[src/rtl/serial_adder_pkg.sv]
// Shared types for the bit-serial adder: FSM state encoding and counter sizing.
package serial_adder_pkg;

   typedef enum logic [1:0] {
      IDLE = 2'd0,
      RUN  = 2'd1,
      DONE = 2'd2
   } state_t;

   // Width of a counter that must hold values 0..w inclusive.
   function automatic int cnt_width(input int w);
      return $clog2(w + 1);
   endfunction

endpackage

[src/rtl/serial_adder_if.sv]
// Operand/result handshake bundle for serial_adder.
// The sub port exists only when SERIAL_SUB_EN is defined.
interface serial_adder_if #(
   parameter int WIDTH = 8
);
   logic             in_valid;
   logic             in_ready;
   logic [WIDTH-1:0] a;
   logic [WIDTH-1:0] b;
   logic             cin;
`ifdef SERIAL_SUB_EN
   logic             sub;
`endif
   logic             out_valid;
   logic             out_ready;
   logic [WIDTH-1:0] sum;
   logic             cout;
   logic             busy;

   modport master (
      output in_valid, a, b, cin,
`ifdef SERIAL_SUB_EN
      output sub,
`endif
      output out_ready,
      input  in_ready, out_valid, sum, cout, busy
   );

   modport slave (
      input  in_valid, a, b, cin,
`ifdef SERIAL_SUB_EN
      input  sub,
`endif
      input  out_ready,
      output in_ready, out_valid, sum, cout, busy
   );
endinterface

[src/rtl/serial_adder_fa_bit.sv]
// Single-bit combinational full adder; the one arithmetic cell reused by serial_adder.
module fa_bit (
   input  logic a,
   input  logic b,
   input  logic cin,
   output logic sum,
   output logic cout
);
   assign sum  = a ^ b ^ cin;
   assign cout = (a & b) | (a & cin) | (b & cin);
endmodule

[src/rtl/serial_adder.sv]
// Bit-serial WIDTH-bit adder: one fa_bit cell, LSB first, WIDTH cycles per add.
// Define SERIAL_SUB_EN to add a sub input selecting a - b (two's complement).
module serial_adder
   import serial_adder_pkg::*;
#(
   parameter int WIDTH = 8
) (
   input  logic          clk,
   input  logic          rst_n,
   serial_adder_if.slave bus
);
   localparam int CNT_W = cnt_width(WIDTH);

   state_t           state, state_nxt;
   logic [WIDTH-1:0] a_sh, b_sh, sum_sh, sum_r;
   logic             carry, cout_r;
   logic [CNT_W-1:0] cnt;
   logic             fa_sum, fa_cout;
   logic             last_bit;
   logic [WIDTH:0]   sum_cat;
   logic [WIDTH-1:0] b_load;
   logic             carry_load;

   fa_bit u_fa (
      .a    (a_sh[0]),
      .b    (b_sh[0]),
      .cin  (carry),
      .sum  (fa_sum),
      .cout (fa_cout)
   );

   // New sum bit enters at the MSB; the concatenation keeps WIDTH=1 legal.
   assign sum_cat  = {fa_sum, sum_sh};
   assign last_bit = (cnt == CNT_W'(WIDTH - 1));

   always_comb begin
`ifdef SERIAL_SUB_EN
      b_load     = bus.sub ? ~bus.b : bus.b;
      carry_load = bus.sub ? 1'b1 : bus.cin;
`else
      b_load     = bus.b;
      carry_load = bus.cin;
`endif
   end

   // NOTE: sequential state uses non-blocking assignment so every register
   // samples pre-edge values regardless of process ordering.
   always_ff @(posedge clk or negedge rst_n) begin
      if (!rst_n) state <= IDLE;
      else        state <= state_nxt;
   end

   // NOTE: default assignment first so no path leaves state_nxt unassigned (no latch).
   always_comb begin
      state_nxt = state;
      case (state)
         IDLE:    if (bus.in_valid)  state_nxt = RUN;
         RUN:     if (last_bit)      state_nxt = DONE;
         DONE:    if (bus.out_ready) state_nxt = IDLE;
         default:                    state_nxt = IDLE;
      endcase
   end

   always_comb begin
      bus.in_ready  = (state == IDLE);
      bus.out_valid = (state == DONE);
      bus.busy      = (state == RUN);
      bus.sum       = sum_r;
      bus.cout      = cout_r;
   end

   // NOTE: datapath registers are reset as well, so a reset mid-operation
   // leaves sum/cout at zero instead of exposing a partial result.
   always_ff @(posedge clk or negedge rst_n) begin
      if (!rst_n) begin
         a_sh   <= '0;
         b_sh   <= '0;
         sum_sh <= '0;
         carry  <= 1'b0;
         cnt    <= '0;
         sum_r  <= '0;
         cout_r <= 1'b0;
      end else begin
         case (state)
            IDLE: if (bus.in_valid) begin
               a_sh  <= bus.a;
               b_sh  <= b_load;
               carry <= carry_load;
               cnt   <= '0;
            end
            RUN: begin
               sum_sh <= sum_cat[WIDTH:1];
               carry  <= fa_cout;
               a_sh   <= a_sh >> 1;
               b_sh   <= b_sh >> 1;
               cnt    <= cnt + CNT_W'(1);
               if (last_bit) begin
                  sum_r  <= sum_cat[WIDTH:1];
                  cout_r <= fa_cout;
               end
            end
            default: ;
         endcase
      end
   end

endmodule

[src/flat_wrapper.sv]
// flat-port wrapper written by rule: the top's interface ports become plain ports
module serial_adder_flat import serial_adder_pkg::*;
#(
   parameter int WIDTH = 8
)
  (clk, rst_n, bus_in_valid, bus_a, bus_b, bus_cin, bus_out_ready, bus_in_ready, bus_out_valid, bus_sum, bus_cout, bus_busy);
  serial_adder_if #(.WIDTH(WIDTH)) bus_i ();
  input  logic clk;
  input  logic rst_n;
  input wire logic [$bits(bus_i.in_valid)-1:0] bus_in_valid;
  input wire logic [$bits(bus_i.a)-1:0] bus_a;
  input wire logic [$bits(bus_i.b)-1:0] bus_b;
  input wire logic [$bits(bus_i.cin)-1:0] bus_cin;
  input wire logic [$bits(bus_i.out_ready)-1:0] bus_out_ready;
  output wire logic [$bits(bus_i.in_ready)-1:0] bus_in_ready;
  output wire logic [$bits(bus_i.out_valid)-1:0] bus_out_valid;
  output wire logic [$bits(bus_i.sum)-1:0] bus_sum;
  output wire logic [$bits(bus_i.cout)-1:0] bus_cout;
  output wire logic [$bits(bus_i.busy)-1:0] bus_busy;
  assign bus_i.in_valid = bus_in_valid;
  assign bus_i.a = bus_a;
  assign bus_i.b = bus_b;
  assign bus_i.cin = bus_cin;
  assign bus_i.out_ready = bus_out_ready;
  assign bus_in_ready = bus_i.in_ready;
  assign bus_out_valid = bus_i.out_valid;
  assign bus_sum = bus_i.sum;
  assign bus_cout = bus_i.cout;
  assign bus_busy = bus_i.busy;
  serial_adder #(.WIDTH(WIDTH)) u_core (.clk(clk), .rst_n(rst_n), .bus(bus_i));
endmodule
[config.mk]
export PLATFORM = sky130hd
export DESIGN_NAME = serial_adder_flat
export DESIGN_NICKNAME = d
export VERILOG_FILES = /design/src/rtl/serial_adder_pkg.sv /design/src/rtl/serial_adder_if.sv /design/src/rtl/serial_adder_fa_bit.sv /design/src/rtl/serial_adder.sv /design/src/flat_wrapper.sv
export SDC_FILE = /design/constraint.sdc
export NUM_CORES = 1
export LEC_CHECK = 0
export ABC_CLOCK_PERIOD_IN_PS = 1460
export BUFFER_PORTS_ARGS = -buffer_cell sky130_fd_sc_hd__buf_2
export CAP_MARGIN = 30
export CELL_PAD_IN_SITES_DETAIL_PLACEMENT = 0
export CELL_PAD_IN_SITES_GLOBAL_PLACEMENT = 2
export CORE_AREA = 2 2 57 112
export DETAILED_ROUTE_END_ITERATION = 6
export DIE_AREA = 0 0 59 114
export GPL_TIMING_DRIVEN = 1
export PLACE_DENSITY_LB_ADDON = 0.1
export SYNTH_ARGS = -nofsm -noshare
export SYNTH_HDL_FRONTEND = slang
export SYNTH_HIERARCHICAL = 1
export SYNTH_SLANG_ARGS = --single-unit
[constraint.sdc]
create_clock -name clk -period 1.46 [get_ports clk]
set_input_delay 0.292 -clock clk [delete_from_list [all_inputs] [get_ports clk]]
set_output_delay 0.292 -clock clk [all_outputs]
set_load 0.05 [all_outputs]
==> Flow_metrics.wiki <==
{| class="wikitable"
! Metric !! Value
|-
| Result of the run || complete, but fails checks
|-
| Failing checks || negative hold slack, negative setup slack
|-
| Placement Rows || 40
|-
| Detailed router's first-iteration violation count || 52
|-
| Post-detailed-route DRC marker count || 0
|-
| Category of cells accounting for the largest share of critical-path delay || flip-flops
|-
| All-Layer GR Usage || 13.61%
|-
| Vias per cell || 4.865
|-
| Die area || 6726 um^2
|-
| Classification of the worst setup path || reg2reg
|-
| Synth warn || 6
|-
| Unrepaired setup endpoints after global routing || true
|-
| Final Worst Setup Slack || -0.01363 ns
|-
| First-pass GRT wire length || 6.996 mm
|-
| Aggregate negative setup slack || -0.05070 ns
|-
| Worst Path Max Fanout || 4
|-
| Via count of the first global-routing pass || 1440
|-
| Cell types with the largest area share after synthesis || sky130_fd_sc_hd__dfrtp_1 (55%), sky130_fd_sc_hd__mux2_2 (6.4%), sky130_fd_sc_hd__nand2_1 (6.4%), sky130_fd_sc_hd__a22oi_1 (5.9%), sky130_fd_sc_hd__nor2b_1 (5.6%)
|-
| Source of the worst register-to-register timing path || u_core/cnt[1]$_DFFE_PN0P_
|-
| Fin Clk Skew || 0.004942 ns
|-
| Worst R2R Setup Slack || -0.01 ns
|-
| Fmax || 678.6 MHz
|-
| Number of nets produced by synthesis || 192
|-
| Clock Path Buffers || 2
|-
| Post-synthesis instance area || 1772 um^2
|-
| Commonest non-fill, non-tap cell in the layout || sky130_fd_sc_hd__dfrtp_1
|-
| Number of antenna violations at the first check in global routing || 0
|-
| Fraction of synthesized cell area taken by the top area cell type || 55.08%
|-
| Number of search-and-repair iterations in the first detailed-routing pass || 4
|-
| Gr ovfl total || 0
|-
| CP required || 1.62 ns
|-
| Largest stage delay, worst path || 0.39 ns
|-
| Post-layout util || 40.61%
|-
| Yosys reg bits || 39
|-
| Total power draw || 0.005163 W
|-
| Slew margin rel. || 66.33%
|-
| Critical-path cell with the highest stage delay || sky130_fd_sc_hd__dfrtp_1
|-
| Final Max Slew Viols || 0
|-
| Die Wd || 59 um
|-
| Fraction of final layout cells sized beyond drive strength 1 || 37.61%
|-
| Area overhead of the layout relative to synthesis || 35.38%
|-
| Die height || 114 um
|-
| Post-CTS Hold Fix Bufs || 0
|-
| Worst-case vdd ir drop || 819.0 uV
|-
| Distinct cell type count after synthesis || 23
|-
| DPL Wire Length || 2.946 mm
|-
| Input/output buffers || 32
|-
| Final antenna-violating net count || 0
|-
| # IOs || 33
|-
| Slew at the pin closest to its max-slew limit || 0.5051 ns
|-
| Most frequent cells in the layout || sky130_fd_sc_hd__dfrtp_1 (38), sky130_fd_sc_hd__buf_2 (31), sky130_fd_sc_hd__nand2_1 (29), sky130_fd_sc_hd__buf_4 (20), sky130_fd_sc_hd__o21ai_0 (18)
|-
| Final #Nets || 248
|-
| Leakage power || 1.155 nW
|-
| Shortest period the worst path allows || 1.474 ns
|-
| CP endpoint kind || register
|-
| Type of the most critical hold path || in2async
|-
| Largest net degree at the start of global routing || 21
|-
| Count of endpoints failing hold in the final timing report || 19
|-
| Number of cells on the worst reg-to-reg path || 5
|-
| Post-synthesis sequential area ratio || 55.08%
|-
| Clock tree from TritonCTS || built
|-
| # setup viols final || 6
|-
| Ratio of final minimum period to clock period || 100.9%
|-
| Count of maximum capacitance violations || 0
|-
| CTS buffer count || 5
|-
| Data arrival time at the worst-slack endpoint || 1.63 ns
|-
| Clock Pin Slew Worst Setup and Hold Paths || 0.06 ns
|-
| Power per unit of standard cell area || 2153 nW/um^2
|-
| Routed via count || 1406
|-
| Final RePlAce weighted congestion || 0.6927
|-
| Skew-Pair Late Insertion Delay || 0.27 ns
|-
| Diode count || 0
|-
| Core Box Area || 5906 um^2
|-
| Cell breakdown of the critical path || ha_2, nand2_2, nor3_4, buf_4, mux2_2
|-
| Synthesized area per cell || 10.48 um^2
|-
| Worst setup path startpoint || u_core/cnt[1]$_DFFE_PN0P_
|-
| Destination of the worst register-to-register timing path || u_core/bus.sum[1]$_DFFE_PN0P_
|-
| Initial core utilization || 30.00%
|-
| Final wirelength || 4.214 mm
|-
| Syn Inst Count || 169
|-
| Routed wire per std cell || 14.58 um
|-
| Bufs and invs on worst path || 1
|-
| Worst hold slack after final layout || -0.01954 ns
|-
| Worst setup SP type || register
|-
| Dominant cell type by area after synthesis || sky130_fd_sc_hd__dfrtp_1
|-
| H-Tree Depth || 2
|-
| Sink count of the clock tree || 39
|-
| Root buf cell || sky130_fd_sc_hd__clkbuf_16
|}
timing repair:
action / CTS / global route
pin swaps: 0 / 3
setup buffers: 1 / 8
gates resized for setup: 13 / 9
endpoints found under the setup margin: 3 / 12
cloned: 0 / 2
cell families after synthesis:
logic type	Yosys count	synth area share (%)
multiplexers	10	6.356
flip-flops	39	55.08
AO/OA/AOI/OAI	52	17.80
AND/OR/NAND/NOR	54	15.40
adder cells (fa/ha/maj)	2	1.836
buffers and inverters	12	3.531
through the flow:
| step | instance area (um^2) | instances | hold WS [ns] | worst slack [ns] |
|---|---|---|---|---|
| 5_1_grt | 2399 | 289 | 0.01064 | -0.07790 |
| 6_report | 2399 | 289 | -0.01954 | -0.01363 |
| 3_5_place_dp | 2093 | 270 | 0.2941 | 0.02702 |
| 2_1_floorplan | 1777 | 169 | -0.003591 | -0.01138 |
| 3_3_place_gp | 2093 | 270 | 0.2951 | 0.06562 |
| 4_1_cts | 2297 | 279 | 0.001388 | -0.008793 |
Yosys cell counts:
library cell / instances
sky130_fd_sc_hd__o311ai_0: 1
sky130_fd_sc_hd__a22o_1: 2
sky130_fd_sc_hd__a22oi_1: 14
sky130_fd_sc_hd__nor2b_1: 16
sky130_fd_sc_hd__o21bai_2: 1
sky130_fd_sc_hd__o21ai_0: 18
sky130_fd_sc_hd__a21o_1: 1
sky130_fd_sc_hd__ha_1: 1
sky130_fd_sc_hd__nor2_1: 3
sky130_fd_sc_hd__nand2b_4: 1
sky130_fd_sc_hd__buf_4: 1
sky130_fd_sc_hd__nor3_4: 1
sky130_fd_sc_hd__nand3_1: 2
sky130_fd_sc_hd__buf_2: 5
sky130_fd_sc_hd__clkbuf_1: 3
sky130_fd_sc_hd__a21oi_1: 15
sky130_fd_sc_hd__and3b_1: 1
sky130_fd_sc_hd__inv_1: 2
sky130_fd_sc_hd__nand2_1: 30
sky130_fd_sc_hd__dfrtp_1: 39
sky130_fd_sc_hd__buf_6: 1
sky130_fd_sc_hd__mux2_2: 10
sky130_fd_sc_hd__fa_1: 1
flip-flops by register name (all words and copies together), names as in the netlist:
| name | count |
|---|---|
| u_core/bus.cout | 1 |
| u_core/carry | 1 |
| u_core/bus.sum | 8 |
| u_core/b_sh | 8 |
| u_core/cnt | 4 |
| u_core/state | 2 |
| u_core/a_sh | 8 |
| u_core/sum_sh | 7 |
per-layer routing:
| layer | track usage [%] | part of all wire [%] | vias to the layer above |
|---|---|---|---|
| met3 | 2.608 | 3.1 | 4 |
| li1 | - | - | 694 |
| met5 | 0 | 0 | - |
| met4 | 5.455 | 1.3 | 0 |
| met2 | 22.81 | 52 | 27 |
| met1 | 16.73 | 44 | 681 |
where the power goes:
part,internal (W),total (W),switching [W]
clock network,0.000727,0.00112,0.000395
registers,0.00152,0.00182,0.000308
logic,0.000962,0.00222,0.00126
total,0.00320,0.00516,0.00196
worst reg2reg max path, delay by kind of cell (launching register included):
kind	cells	cell delay (ns)
buffers and inverters	1	0.17
DFF	1	0.39
and+or+nand+nor	2	0.27
adders and majority gates	1	0.20
muxes	1	0.33
final cells by class:
| class | instances | area [um^2] |
|---|---|---|
| Sequential cell | 39 | 977.2 |
| Tap cell | 63 | 78.83 |
| Multi-Input combinational cell | 118 | 764.5 |
| Clock buffer | 8 | 156.4 |
| Timing Repair Buffer | 59 | 411.6 |
| Inverter | 2 | 10.01 |
| Fill cell | 620 | 3507 |
worst max path at each step:
stage	end	slack, ns	depth (start not counted)
floorplan	bus_in_ready	-0.01	3
global placement	u_core/bus.sum[4]$_DFFE_PN0P_	0.07	5
detailed placement	u_core/bus.sum[5]$_DFFE_PN0P_	0.03	5
CTS	bus_out_valid	-0.009	3
global route	u_core/bus.sum[2]$_DFFE_PN0P_	-0.08	5
finish	u_core/bus.sum[1]$_DFFE_PN0P_	-0.01	5
Power figures use the tool's default switching activity.
